==> src/rtl/qemu_bus_initiator_if.sv <==
// Host-command, host-response and memory-bus signal bundle for
// qemu_bus_initiator.
//   cmd_*  : host -> initiator access commands (valid/ready)
//   rsp_*  : initiator -> host responses (valid/ready)
//   bus_*  : initiator <-> memory responder (req/ack, word addressed)
// Modport master is the initiator's view; slave is the host+responder view.
interface qemu_bus_initiator_if;
  logic        cmd_valid;
  logic        cmd_ready;
  logic [31:0] cmd_offset;
  logic [31:0] cmd_data;
  logic        cmd_we;

  logic        rsp_valid;
  logic        rsp_ready;
  logic [31:0] rsp_data;
  logic        rsp_we;
  logic        rsp_err;

  logic        bus_req;
  logic        bus_we;
  logic [29:0] bus_addr;
  logic [31:0] bus_wdata;
  logic        bus_ack;
  logic [31:0] bus_rdata;

  modport master (
    input  cmd_valid, cmd_offset, cmd_data, cmd_we, rsp_ready, bus_ack, bus_rdata,
    output cmd_ready, rsp_valid, rsp_data, rsp_we, rsp_err,
           bus_req, bus_we, bus_addr, bus_wdata
  );

  modport slave (
    output cmd_valid, cmd_offset, cmd_data, cmd_we, rsp_ready, bus_ack, bus_rdata,
    input  cmd_ready, rsp_valid, rsp_data, rsp_we, rsp_err,
           bus_req, bus_we, bus_addr, bus_wdata
  );
endinterface

==> src/rtl/qemu_bus_initiator.sv <==
// Word-addressed memory access initiator.
// Buffers host commands in a FIFO, issues them one at a time on a req/ack
// bus and returns one response (read data / write completion + error) per
// command, strictly in order.
//   clock      : system clock, rising edge
//   reset_n    : asynchronous active-low reset
//   bus_if     : command, response and memory bus signals (master modport)
//   busy       : FSM active or commands queued
//   fifo_count : occupied command FIFO entries
module qemu_bus_initiator #(
  parameter int unsigned FIFO_DEPTH     = 4,
  parameter int unsigned TIMEOUT_CYCLES = 16,
  parameter logic [31:0] ERR_DATA       = 32'hFFFF_FFFF
) (
  input  logic                              clock,
  input  logic                              reset_n,
  qemu_bus_initiator_if.master              bus_if,
  output logic                              busy,
  output logic [$clog2(FIFO_DEPTH+1)-1:0]   fifo_count
);

  localparam int unsigned AW = (FIFO_DEPTH > 1) ? $clog2(FIFO_DEPTH) : 1;
  localparam int unsigned CW = $clog2(FIFO_DEPTH + 1);
  localparam int unsigned TW = $clog2(TIMEOUT_CYCLES + 1);

  localparam logic [1:0] S_IDLE = 2'd0;
  localparam logic [1:0] S_REQ  = 2'd1;
  localparam logic [1:0] S_RESP = 2'd2;

  // Entry layout: {we, word address, write data}
  logic [62:0]   entry_mem [FIFO_DEPTH];
  logic [AW-1:0] wr_ptr_q, wr_ptr_d, rd_ptr_q, rd_ptr_d;
  logic [CW-1:0] count_q, count_d;

  logic [1:0]    state_q, state_d;
  logic [TW-1:0] tmo_q, tmo_d;
  logic          bus_we_q, bus_we_d;
  logic [29:0]   bus_addr_q, bus_addr_d;
  logic [31:0]   bus_wdata_q, bus_wdata_d;
  logic [31:0]   rsp_data_q, rsp_data_d;
  logic          rsp_we_q, rsp_we_d;
  logic          rsp_err_q, rsp_err_d;

  logic          cmd_ready;
  logic          push;
  logic          pop;
  logic [62:0]   head;

  // Byte-lane bits of the offset have no meaning for whole-word accesses.
  logic          unused_offset_bits;
  assign unused_offset_bits = ^bus_if.cmd_offset[1:0];

  assign cmd_ready = (count_q != CW'(FIFO_DEPTH));
  assign push      = bus_if.cmd_valid && cmd_ready;
  assign head      = entry_mem[rd_ptr_q];

  always_ff @(posedge clock) begin
    if (push) begin
      entry_mem[wr_ptr_q] <= {bus_if.cmd_we, bus_if.cmd_offset[31:2], bus_if.cmd_data};
    end
  end

  always_comb begin
    state_d     = state_q;
    tmo_d       = tmo_q;
    bus_we_d    = bus_we_q;
    bus_addr_d  = bus_addr_q;
    bus_wdata_d = bus_wdata_q;
    rsp_data_d  = rsp_data_q;
    rsp_we_d    = rsp_we_q;
    rsp_err_d   = rsp_err_q;
    pop         = 1'b0;

    case (state_q)
      S_IDLE: begin
        if (count_q != '0) begin
          pop                                = 1'b1;
          {bus_we_d, bus_addr_d, bus_wdata_d} = head;
          tmo_d                              = '0;
          state_d                            = S_REQ;
        end
      end
      S_REQ: begin
        // An ack in the expiry cycle takes priority over the timeout.
        if (bus_if.bus_ack) begin
          rsp_data_d = bus_we_q ? '0 : bus_if.bus_rdata;
          rsp_err_d  = 1'b0;
          rsp_we_d   = bus_we_q;
          state_d    = S_RESP;
        end else if (tmo_q == TW'(TIMEOUT_CYCLES - 1)) begin
          rsp_data_d = bus_we_q ? '0 : ERR_DATA;
          rsp_err_d  = 1'b1;
          rsp_we_d   = bus_we_q;
          state_d    = S_RESP;
        end else begin
          tmo_d = tmo_q + 1'b1;
        end
      end
      S_RESP: begin
        if (bus_if.rsp_ready) state_d = S_IDLE;
      end
      default: state_d = S_IDLE;
    endcase
  end

  always_comb begin
    wr_ptr_d = push ? wr_ptr_q + 1'b1 : wr_ptr_q;
    rd_ptr_d = pop  ? rd_ptr_q + 1'b1 : rd_ptr_q;
    case ({push, pop})
      2'b10:   count_d = count_q + 1'b1;
      2'b01:   count_d = count_q - 1'b1;
      default: count_d = count_q;
    endcase
  end

  always_ff @(posedge clock or negedge reset_n) begin
    if (!reset_n) begin
      wr_ptr_q    <= '0;
      rd_ptr_q    <= '0;
      count_q     <= '0;
      state_q     <= S_IDLE;
      tmo_q       <= '0;
      bus_we_q    <= 1'b0;
      bus_addr_q  <= '0;
      bus_wdata_q <= '0;
      rsp_data_q  <= '0;
      rsp_we_q    <= 1'b0;
      rsp_err_q   <= 1'b0;
    end else begin
      wr_ptr_q    <= wr_ptr_d;
      rd_ptr_q    <= rd_ptr_d;
      count_q     <= count_d;
      state_q     <= state_d;
      tmo_q       <= tmo_d;
      bus_we_q    <= bus_we_d;
      bus_addr_q  <= bus_addr_d;
      bus_wdata_q <= bus_wdata_d;
      rsp_data_q  <= rsp_data_d;
      rsp_we_q    <= rsp_we_d;
      rsp_err_q   <= rsp_err_d;
    end
  end

  assign bus_if.cmd_ready = cmd_ready;
  assign bus_if.bus_req   = (state_q == S_REQ);
  assign bus_if.bus_we    = bus_we_q;
  assign bus_if.bus_addr  = bus_addr_q;
  assign bus_if.bus_wdata = bus_wdata_q;
  assign bus_if.rsp_valid = (state_q == S_RESP);
  assign bus_if.rsp_data  = rsp_data_q;
  assign bus_if.rsp_we    = rsp_we_q;
  assign bus_if.rsp_err   = rsp_err_q;
  assign busy             = (state_q != S_IDLE) || (count_q != '0);
  assign fifo_count       = count_q;

endmodule

==> src/flat_wrapper.sv <==
// flat-port wrapper written by rule: the top's interface ports become plain ports
module qemu_bus_initiator_flat 
#(
  parameter int unsigned FIFO_DEPTH     = 4,
  parameter int unsigned TIMEOUT_CYCLES = 16,
  parameter logic [31:0] ERR_DATA       = 32'hFFFF_FFFF
)
  (clock, reset_n, busy, fifo_count, bus_if_cmd_valid, bus_if_cmd_offset, bus_if_cmd_data, bus_if_cmd_we, bus_if_rsp_ready, bus_if_bus_ack, bus_if_bus_rdata, bus_if_cmd_ready, bus_if_rsp_valid, bus_if_rsp_data, bus_if_rsp_we, bus_if_rsp_err, bus_if_bus_req, bus_if_bus_we, bus_if_bus_addr, bus_if_bus_wdata);
  qemu_bus_initiator_if bus_if_i ();
  input  logic clock;
  input  logic reset_n;
  output logic busy;
  output logic [$clog2(FIFO_DEPTH+1)-1:0] fifo_count;
  input wire logic [$bits(bus_if_i.cmd_valid)-1:0] bus_if_cmd_valid;
  input wire logic [$bits(bus_if_i.cmd_offset)-1:0] bus_if_cmd_offset;
  input wire logic [$bits(bus_if_i.cmd_data)-1:0] bus_if_cmd_data;
  input wire logic [$bits(bus_if_i.cmd_we)-1:0] bus_if_cmd_we;
  input wire logic [$bits(bus_if_i.rsp_ready)-1:0] bus_if_rsp_ready;
  input wire logic [$bits(bus_if_i.bus_ack)-1:0] bus_if_bus_ack;
  input wire logic [$bits(bus_if_i.bus_rdata)-1:0] bus_if_bus_rdata;
  output wire logic [$bits(bus_if_i.cmd_ready)-1:0] bus_if_cmd_ready;
  output wire logic [$bits(bus_if_i.rsp_valid)-1:0] bus_if_rsp_valid;
  output wire logic [$bits(bus_if_i.rsp_data)-1:0] bus_if_rsp_data;
  output wire logic [$bits(bus_if_i.rsp_we)-1:0] bus_if_rsp_we;
  output wire logic [$bits(bus_if_i.rsp_err)-1:0] bus_if_rsp_err;
  output wire logic [$bits(bus_if_i.bus_req)-1:0] bus_if_bus_req;
  output wire logic [$bits(bus_if_i.bus_we)-1:0] bus_if_bus_we;
  output wire logic [$bits(bus_if_i.bus_addr)-1:0] bus_if_bus_addr;
  output wire logic [$bits(bus_if_i.bus_wdata)-1:0] bus_if_bus_wdata;
  assign bus_if_i.cmd_valid = bus_if_cmd_valid;
  assign bus_if_i.cmd_offset = bus_if_cmd_offset;
  assign bus_if_i.cmd_data = bus_if_cmd_data;
  assign bus_if_i.cmd_we = bus_if_cmd_we;
  assign bus_if_i.rsp_ready = bus_if_rsp_ready;
  assign bus_if_i.bus_ack = bus_if_bus_ack;
  assign bus_if_i.bus_rdata = bus_if_bus_rdata;
  assign bus_if_cmd_ready = bus_if_i.cmd_ready;
  assign bus_if_rsp_valid = bus_if_i.rsp_valid;
  assign bus_if_rsp_data = bus_if_i.rsp_data;
  assign bus_if_rsp_we = bus_if_i.rsp_we;
  assign bus_if_rsp_err = bus_if_i.rsp_err;
  assign bus_if_bus_req = bus_if_i.bus_req;
  assign bus_if_bus_we = bus_if_i.bus_we;
  assign bus_if_bus_addr = bus_if_i.bus_addr;
  assign bus_if_bus_wdata = bus_if_i.bus_wdata;
  qemu_bus_initiator #(.FIFO_DEPTH(FIFO_DEPTH), .TIMEOUT_CYCLES(TIMEOUT_CYCLES), .ERR_DATA(ERR_DATA)) u_core (.clock(clock), .reset_n(reset_n), .bus_if(bus_if_i), .busy(busy), .fifo_count(fifo_count));
endmodule
==> config.mk <==
export PLATFORM = sky130hd
export DESIGN_NAME = qemu_bus_initiator_flat
export DESIGN_NICKNAME = d
export VERILOG_FILES = /design/src/rtl/qemu_bus_initiator_if.sv /design/src/rtl/qemu_bus_initiator.sv /design/src/flat_wrapper.sv
export SDC_FILE = /design/constraint.sdc
export NUM_CORES = 1
export LEC_CHECK = 0
export ABC_AREA = 1
export CAP_MARGIN = 20
export CORE_AREA = 2 2 177 179
export DETAILED_ROUTE_END_ITERATION = 12
export DIE_AREA = 0 0 179 181
export HOLD_SLACK_MARGIN = 0.1
export PLACE_DENSITY_LB_ADDON = 0.12
export SETUP_SLACK_MARGIN = 0.15
export SYNTH_ARGS = -nofsm -noshare
export SYNTH_HDL_FRONTEND = slang
export SYNTH_SLANG_ARGS = --single-unit
==> constraint.sdc <==
create_clock -name clock -period 8.2 [get_ports clock]
set_clock_uncertainty 0.05 [all_clocks]
set_input_delay 2.46 -clock clock [delete_from_list [all_inputs] [get_ports clock]]
set_output_delay 2.46 -clock clock [all_outputs]
set_load 0.05 [all_outputs]
== After elaboration in Yosys (flattened, before gate mapping) ==
Memories as Yosys holds them, arrays and structs flattened. A register that Yosys moved wholly into a read port is not among the register bits.
Index checks and enable logic that the tools add are counted.

* Bits in registers: 48
* Memories: 1
* Bits in writable memories: 252

* Muxes and demuxes: 22
* Reduce and logical (&&, ||, !) cells: 13
* $add $sub $neg: 5
* Equality and inequality tests: 11

{| class="wikitable"
|+ Memory list
! name !! depth !! width !! rd ports !! clocked after memory_dff !! write ports !! line !! source
|-
| u_core.entry_mem || 4 || 63 || 1 || 1 || 1 || qemu_bus_initiator.sv:31 || <nowiki>logic [62:0] entry_mem [FIFO_DEPTH];</nowiki>
|}

{| class="wikitable"
|+ Operators by type and width
! operator !! number
|-
| $mux W32 || 4
|-
| $mux W5 || 3
|-
| $pmux W5 S2 || 1
|-
| $mux W1 || 8
|-
| $mux W2 || 4
|-
| $reduce_bool A2 Y1 || 4
|-
| $ne A2 B2 Y1 const B || 3
|-
| $pmux W2 S3 || 1
|-
| $pmux W3 S2 || 1
|-
| $add A5 B1 Y5 const B || 1
|-
| $eq A5 B4 Y1 const B || 1
|-
| $add A2 B1 Y2 const B || 2
|-
| $eq A2 B1 Y1 const B || 2
|-
| $eq A2 B2 Y1 const B || 2
|-
| $reduce_and A2 Y1 || 2
|-
| $reduce_and A4 Y1 || 1
|-
| $add A3 B1 Y3 const B || 1
|-
| $ne A3 B2 Y1 const B || 1
|-
| $ne A3 B3 Y1 const B || 1
|-
| $reduce_and A3 Y1 || 1
|-
| $reduce_bool A3 Y1 || 1
|-
| $sub A3 B1 Y3 const B || 1
|-
| $logic_not A2 Y1 || 1
|-
| $ne A2 B1 Y1 const B || 1
|-
| other kinds (3) || 3
|}

== Longest topological paths before layout ==
Gate-level depths: netlist of the first run.

* Depth in word-level cells: 5
* Gate-level depth with buffers: 12
* Mapped depth without buffers: 11

== Worst setup path before layout of the first run ==
No wires, ideal clock.

* Kind: input to register
* Start point: input bus_if_cmd_valid
* End point: memory u_core.entry_mem[0][0], enable pin
* Library setup time: 485 ps
* Path slack: 2,374 ps
* Buffers on the path: 0
* Stages on the path: 2
* Data required time: 7,665 ps
* Arrival: 5,291 ps
* Cells stage by stage: nand2_1 > nor2_1

* Longest elaborated chain between the ends: 3

{| class="wikitable"
|+ Ends and longest elaborated chain
! item !! line !! source
|-
| start: declaration || flat_wrapper.sv:14 || <nowiki>input wire logic [$bits(bus_if_i.cmd_valid)-1:0] bus_if_cmd_valid;</nowiki>
|-
| $logic_and A1 B1 Y1 || qemu_bus_initiator.sv:54 || <nowiki>assign push = bus_if.cmd_valid && cmd_ready;</nowiki>
|-
| $mux W1 || qemu_bus_initiator.sv:58 || <nowiki>if (push) begin</nowiki>
|-
| $mux W1 (implied by the code) || qemu_bus_initiator.sv:59 || <nowiki>entry_mem[wr_ptr_q] <= {bus_if.cmd_we, bus_if.cmd_offset[31:2], bus_if.cmd_data};</nowiki>
|-
| end: declaration || qemu_bus_initiator.sv:31 ||
|}

Every way passes these cells.

== Worst setup path in the final report of the first run ==
* Start point: input bus_if_cmd_valid
* End point: memory u_core.entry_mem[3][60], enable pin

The elaborated chain is that of the path after synthesis.

==> flow_summary.ini, run 1 <==
[run_status]
outcome = completed

[cts]
postCtsSetupBuffers = 0
post_cts_resized = 0
cts_made_buffers = 38
ctsHoldBuffers = 0
clock_latency_ns = 0.51
cts_buffer_depth = 3
clk_pin_slew_ns = 0.06
root_buffer = clkbuf_16
tritoncts = yes
htree_levels = 2
cts.sinks = 363

[cells_and_area]
fin_nets = 1801
drive_gt1_frac = 0.0465
area_growth_pct = 23.4

[drt]
wirelength_um = 33100
routed_via_density = 4.85
drc = 0
drt_iter0_drc = 588
vias = 10300
wl_per_cell_um = 15.6
ant_nets = 0
drtPass1Iterations = 5

[timing]
finalSetupViolCount = 0
tns_ns = 0
slew_violations = 0
fin_crit_sh = 0.567
hold_ws_ns = 0.425
worst_slew_pin_slew_ns = 1.00
relSlewSlack = 0.332
fmax_mhz = 215
worst_slack_ns = 3.55
finalHoldViolations = 0
rsz0062_at_grt = false
min_period_ns = 4.65

[run]
cap_violations = 0

[setup_path]
crit_fanout = 44
rrSetupSlack_ns = 5.41
crit_buf_inv = 2
cp_slowest_stage_delay_ns = 0.73
cp.arrival_ns = 4.75
cp_slowest_cell = nor2_4
worst_ep_required_time_ns = 8.30
endpoint_kind = register
path_cells = clkdlybuf4s50_1 > nand2_1 > nor2_4 > buf_4
path_delay_family = buffers and inverters
startpoint_type = primary input
critPathKind = primary input to register

[placement]
dpl.hpwl_um = 18100
io_buffers = 203
post-place-ws_ns = 2.95
gp_congestion = 0.748

[global_route]
globalRouteOverflowTotal = 0
grt_pass1_vias = 10200
antenna_found_initial = 5
grt_pass1_wl_um = 52500
grt_max_degree = 80
met1_usage = 0.265
use_met3 = 0.0457
top_usage_layer = met2
grt_usage = 0.208
grt_use_met2 = 0.352

[floorplan]
die_w_um = 179
row_count = 64
pin_count = 206
die_area_mm2 = 0.0324
die_h_um = 181
initial_core_util = 0.497
coreArea_mm2 = 0.0303

[synthesis]
synth_top_cells_by_area = edfxtp_1 (50%), dfrtp_1 (18%), nand2_1 (14%)
syn-mean-instance-area_um2 = 10.0
synthFlopType = edfxtp_1
synthCells = 1504
synth_commonest_cells = nand2_1 (560), inv_1 (275), edfxtp_1 (252), nand3_1 (136), dfrtp_1 (111)
yosys_warnings = 0
synth_cell_type_count = 24
yosys.area.top_type = edfxtp_1
synthMostInstantiatedCell = nand2_1
synth_edf_count = 252
ys_async_sr_fraction = 0.306
synth_area_mm2 = 0.0151
ys_ff_latch = 363
yosysSeqAreaShare = 0.685
syn_nets = 1614
yosysTopAreaCellShare = 0.501

[pwr]
ir_drop_uv = 271
p_per_area_mw_per_mm2 = 411
p_leak_nw = 8.53
fin_total_pwr_mw = 7.66

[min_path]
min_path_type = register to register
-- layer usage --
layer  vias up  part of all wire
met5         -            0.0010
met4         6             0.024
met3        60             0.068
met2       262              0.47
met1      4877              0.43
li1       5065                 -
-- power breakdown --
part           internal [mW]  total (mW)  switching, mW
Sequential              2.52        2.77          0.251
Combinational          0.953        3.23           2.28
Clock                  0.987        1.66          0.675
-- final timing paths --
check	start	cells past startpoint	to
worst max-delay path	bus_if_cmd_valid	4	u_core.entry_mem[3][60]
worst min-delay path	u_core.bus_if.bus_wdata[8]	2	u_core.bus_if.bus_wdata[8]
worst max register to register	u_core.fifo_count[0]	5	u_core.entry_mem[3][60]
worst min register to register	u_core.bus_if.bus_wdata[8]	2	u_core.bus_if.bus_wdata[8]
max in group asynchronous	reset_n	2	u_core.rd_ptr_q[0]
min in group asynchronous	reset_n	1	u_core.fifo_count[0]
-- kinds of logic (layout without fill, tap and decap cells) --
family          after synthesis  in the layout  share of synthesized area
fa+ha+maj                     8              8                    0.00713
other cells                   0              2                          0
compound gates               69             69                     0.0230
buf+inv                     345            561                     0.0918
simple gates                714            714                      0.190
flops                       363            363                      0.685
xor+xnor                      5              5                    0.00290
-- cell type report --
class	instances	area [um2]
inverter	279	1050
antenna	2	5.00
timing repair buffer	213	2100
multi-input combinational	796	3400
clock buffer	51	1080
sequential	363	10300
tap	396	495
clock inverter	18	139
fill	2476	11700
-- worst min-delay path: stages, from the launching register on --
cell and delay, ns:
dfrtp_1 0.34, nand2_1 0.05, nand2_1 0.05
-- through the flow --
step / cell area [um2] / util / std cells
after floorplan: 15100 / - / 1504
after global placement: 17400 / 0.573 / 2047
after detailed placement: 17400 / 0.573 / 2047
after CTS: 18600 / 0.613 / 2116
after global routing: 18600 / 0.614 / 2118
final: 18600 / 0.614 / 2118
-- layout by cell type, fill, tap and decap left out, drive strengths merged --
cell,n
buf,11
bufinv,2
clkbuf,51
clkdlybuf4s50,202
clkinv,13
clkinvlp,2
dfrtp,111
diode,2
edfxtp,252
fa,1
ha,7
inv,280
nand2,562
nand3,136
nand4,1
nor2,14
o21ai,68
o31ai,1
or2,1
xnor2,2
xor2,3
-- registers in the layout, summed over array words and instances (netlist names), 2 cells and up --
name	count
u_core.state_q	2
u_core.tmo_q	5
u_core.bus_if.bus_wdata	32
u_core.wr_ptr_q	2
u_core.rd_ptr_q	2
u_core.fifo_count	3
u_core.bus_if.bus_addr	30
u_core.bus_if.rsp_data	32
u_core.entry_mem	252
No activity file was read; power rests on OpenSTA's default activity.
==> run 2: changes to the inputs <==
Clock period 8.2 ns to 3.8 ns, I/O delays scaled along.
==> run 2 against run 1 <==
Compared with the run above:
- combinational power increased by 120%
- via count is 0.27% lower
- worst setup slack worse by 3.0 ns
- largest cell class unchanged
- cell area up 1.1%
- critical path type is now register to output port
- highest routed layer unchanged
- hold slack worse by 0.0019 ns
- sequential power up 110%
==> flow_summary.ini, run 2 (same netlist as run 1, synthesis figures left out) <==
[global_route]
grt_pass1_vias = 10200
globalRouteOverflowTotal = 0
grt_max_degree = 73
grt_pass1_wl_um = 52100
antenna_found_initial = 3
grt_usage = 0.204

[cells_and_area]
layout_commonest_cell = nand2_1
area_growth_pct = 24.8
largest_reg_flops = 252
drive_gt1_frac = 0.0525
stdcell_area_mm2 = 0.0188
fin_util = 0.621
regMostFlops = u_core.entry_mem
antenna_cells = 0
fin_nets = 1813
layout_common_cells = nand2_1 (560), inv_1 (275), edfxtp_1 (252)

[cts]
ctsHoldBuffers = 0
postCtsSetupBuffers = 0
tritoncts = yes
cts.sinks = 363
root_buffer = clkbuf_16
cts_made_buffers = 39
cts_buffer_depth = 3
post_cts_resized = 0
clk_pin_slew_ns = 0.06
clock_latency_ns = 0.51
htree_levels = 2

[drt]
drtPass1Iterations = 5
routed_via_density = 4.81
drc = 0
wirelength_um = 32600
wl_per_cell_um = 15.3
ant_nets = 0
drt_iter0_drc = 532
vias = 10200

[timing]
fin_crit_sh = 0.855
relSlewSlack = 0.394
rsz0062_at_grt = false
finalSetupViolCount = 0
slew_violations = 0
min_period_ns = 3.25
fmax_mhz = 308
finalHoldViolations = 0
worst_slew_pin_slew_ns = 0.909

[setup_path]
startpoint_type = register
reg2reg_from = u_core.rd_ptr_q[0]
crit_start = u_core.state_q[0]
crit_fanout = 4
crit_buf_inv = 3
cp_slowest_cell = clkdlybuf4s50_1
path_delay_family = buffers and inverters
cp.arrival_ns = 2.06
worst_ep_required_time_ns = 2.61
cp_slowest_stage_delay_ns = 0.69
endpoint_kind = output port
critPathKind = register to output port
path_cells = nor2_1 > inv_1 > nor2_1 > inv_1 > clkdlybuf4s50_1

[placement]
io_buffers = 203
gp_congestion = 0.763
dpl.hpwl_um = 18500
placed_area_mm2 = 0.0176

[floorplan]
die_w_um = 179
initial_core_util = 0.497
die_h_um = 181
die_area_mm2 = 0.0324
pin_count = 206
row_count = 64
coreArea_mm2 = 0.0303

[pwr]
ir_drop_uv = 488
p_leak_nw = 8.63
p_per_area_mw_per_mm2 = 884

[run]
cap_violations = 0

[min_path]
min_path_type = register to register
min_from = u_core.bus_if.bus_wdata[22]

[run_status]
outcome = completed
-- run 2: metal layers --
metal | track usage | part of all wire | vias up
met5 | 0 | 0.0013 | -
met4 | 0.0507 | 0.017 | 6
met3 | 0.0478 | 0.068 | 50
met2 | 0.355 | 0.49 | 265
met1 | 0.257 | 0.43 | 4834
li1 | - | - | 5087
-- run 2: path summary, 6_finish.rpt --
kind | slack (ns) | endpoint | cells after the start
setup / recovery | 0.55 | busy | 5
hold / removal | 0.42 | u_core.bus_if.bus_wdata[22] | 2
setup reg to reg | 1.40 | u_core.bus_if.bus_addr[9] | 7
hold reg to reg | 0.42 | u_core.bus_if.bus_wdata[22] | 2
max in group asynchronous | 2.38 | u_core.bus_if.bus_wdata[30] | 2
min in group asynchronous | 0.58 | u_core.fifo_count[1] | 1
-- run 2: layout make-up --
type	instances	area, um2
clock inverter	11	81.3
clock buffer	60	1150
sequential	363	10300
tap	396	495
multi-input combinational	796	3400
fill	2475	11500
timing repair buffer	224	2310
inverter	279	1050
-- run 2: report_power, final --
group | internal, mW | switching [mW] | total, mW
combinational | 2.17 | 5.04 | 7.21
sequential | 5.43 | 0.423 | 5.85
clock | 2.15 | 1.44 | 3.59
-- run 2: per-stage QoR --
step	setup slack [ns]	power (mW)	TNS, ns	hold slack (ns)	instances
final	0.553	16.6	0	0.423	2129
after global routing	0.400	17.7	0	0.446	2129
after CTS	0.518	16.9	0	0.430	2129
after detailed placement	0.614	13.2	0	0.414	2058
after global placement	0.635	13.1	0	0.410	2058
after floorplan	-0.846	10.9	-213.17	0.428	1504
-- run 2: worst register-to-register path: stages (launching register included) --
cell,delay [ns]
dfrtp_4,0.42
buf_4,0.56
buf_4,0.72
nand2_1,0.21
nand3_1,0.11
nand2_1,0.08
nand2_1,0.08
nand2_1,0.07
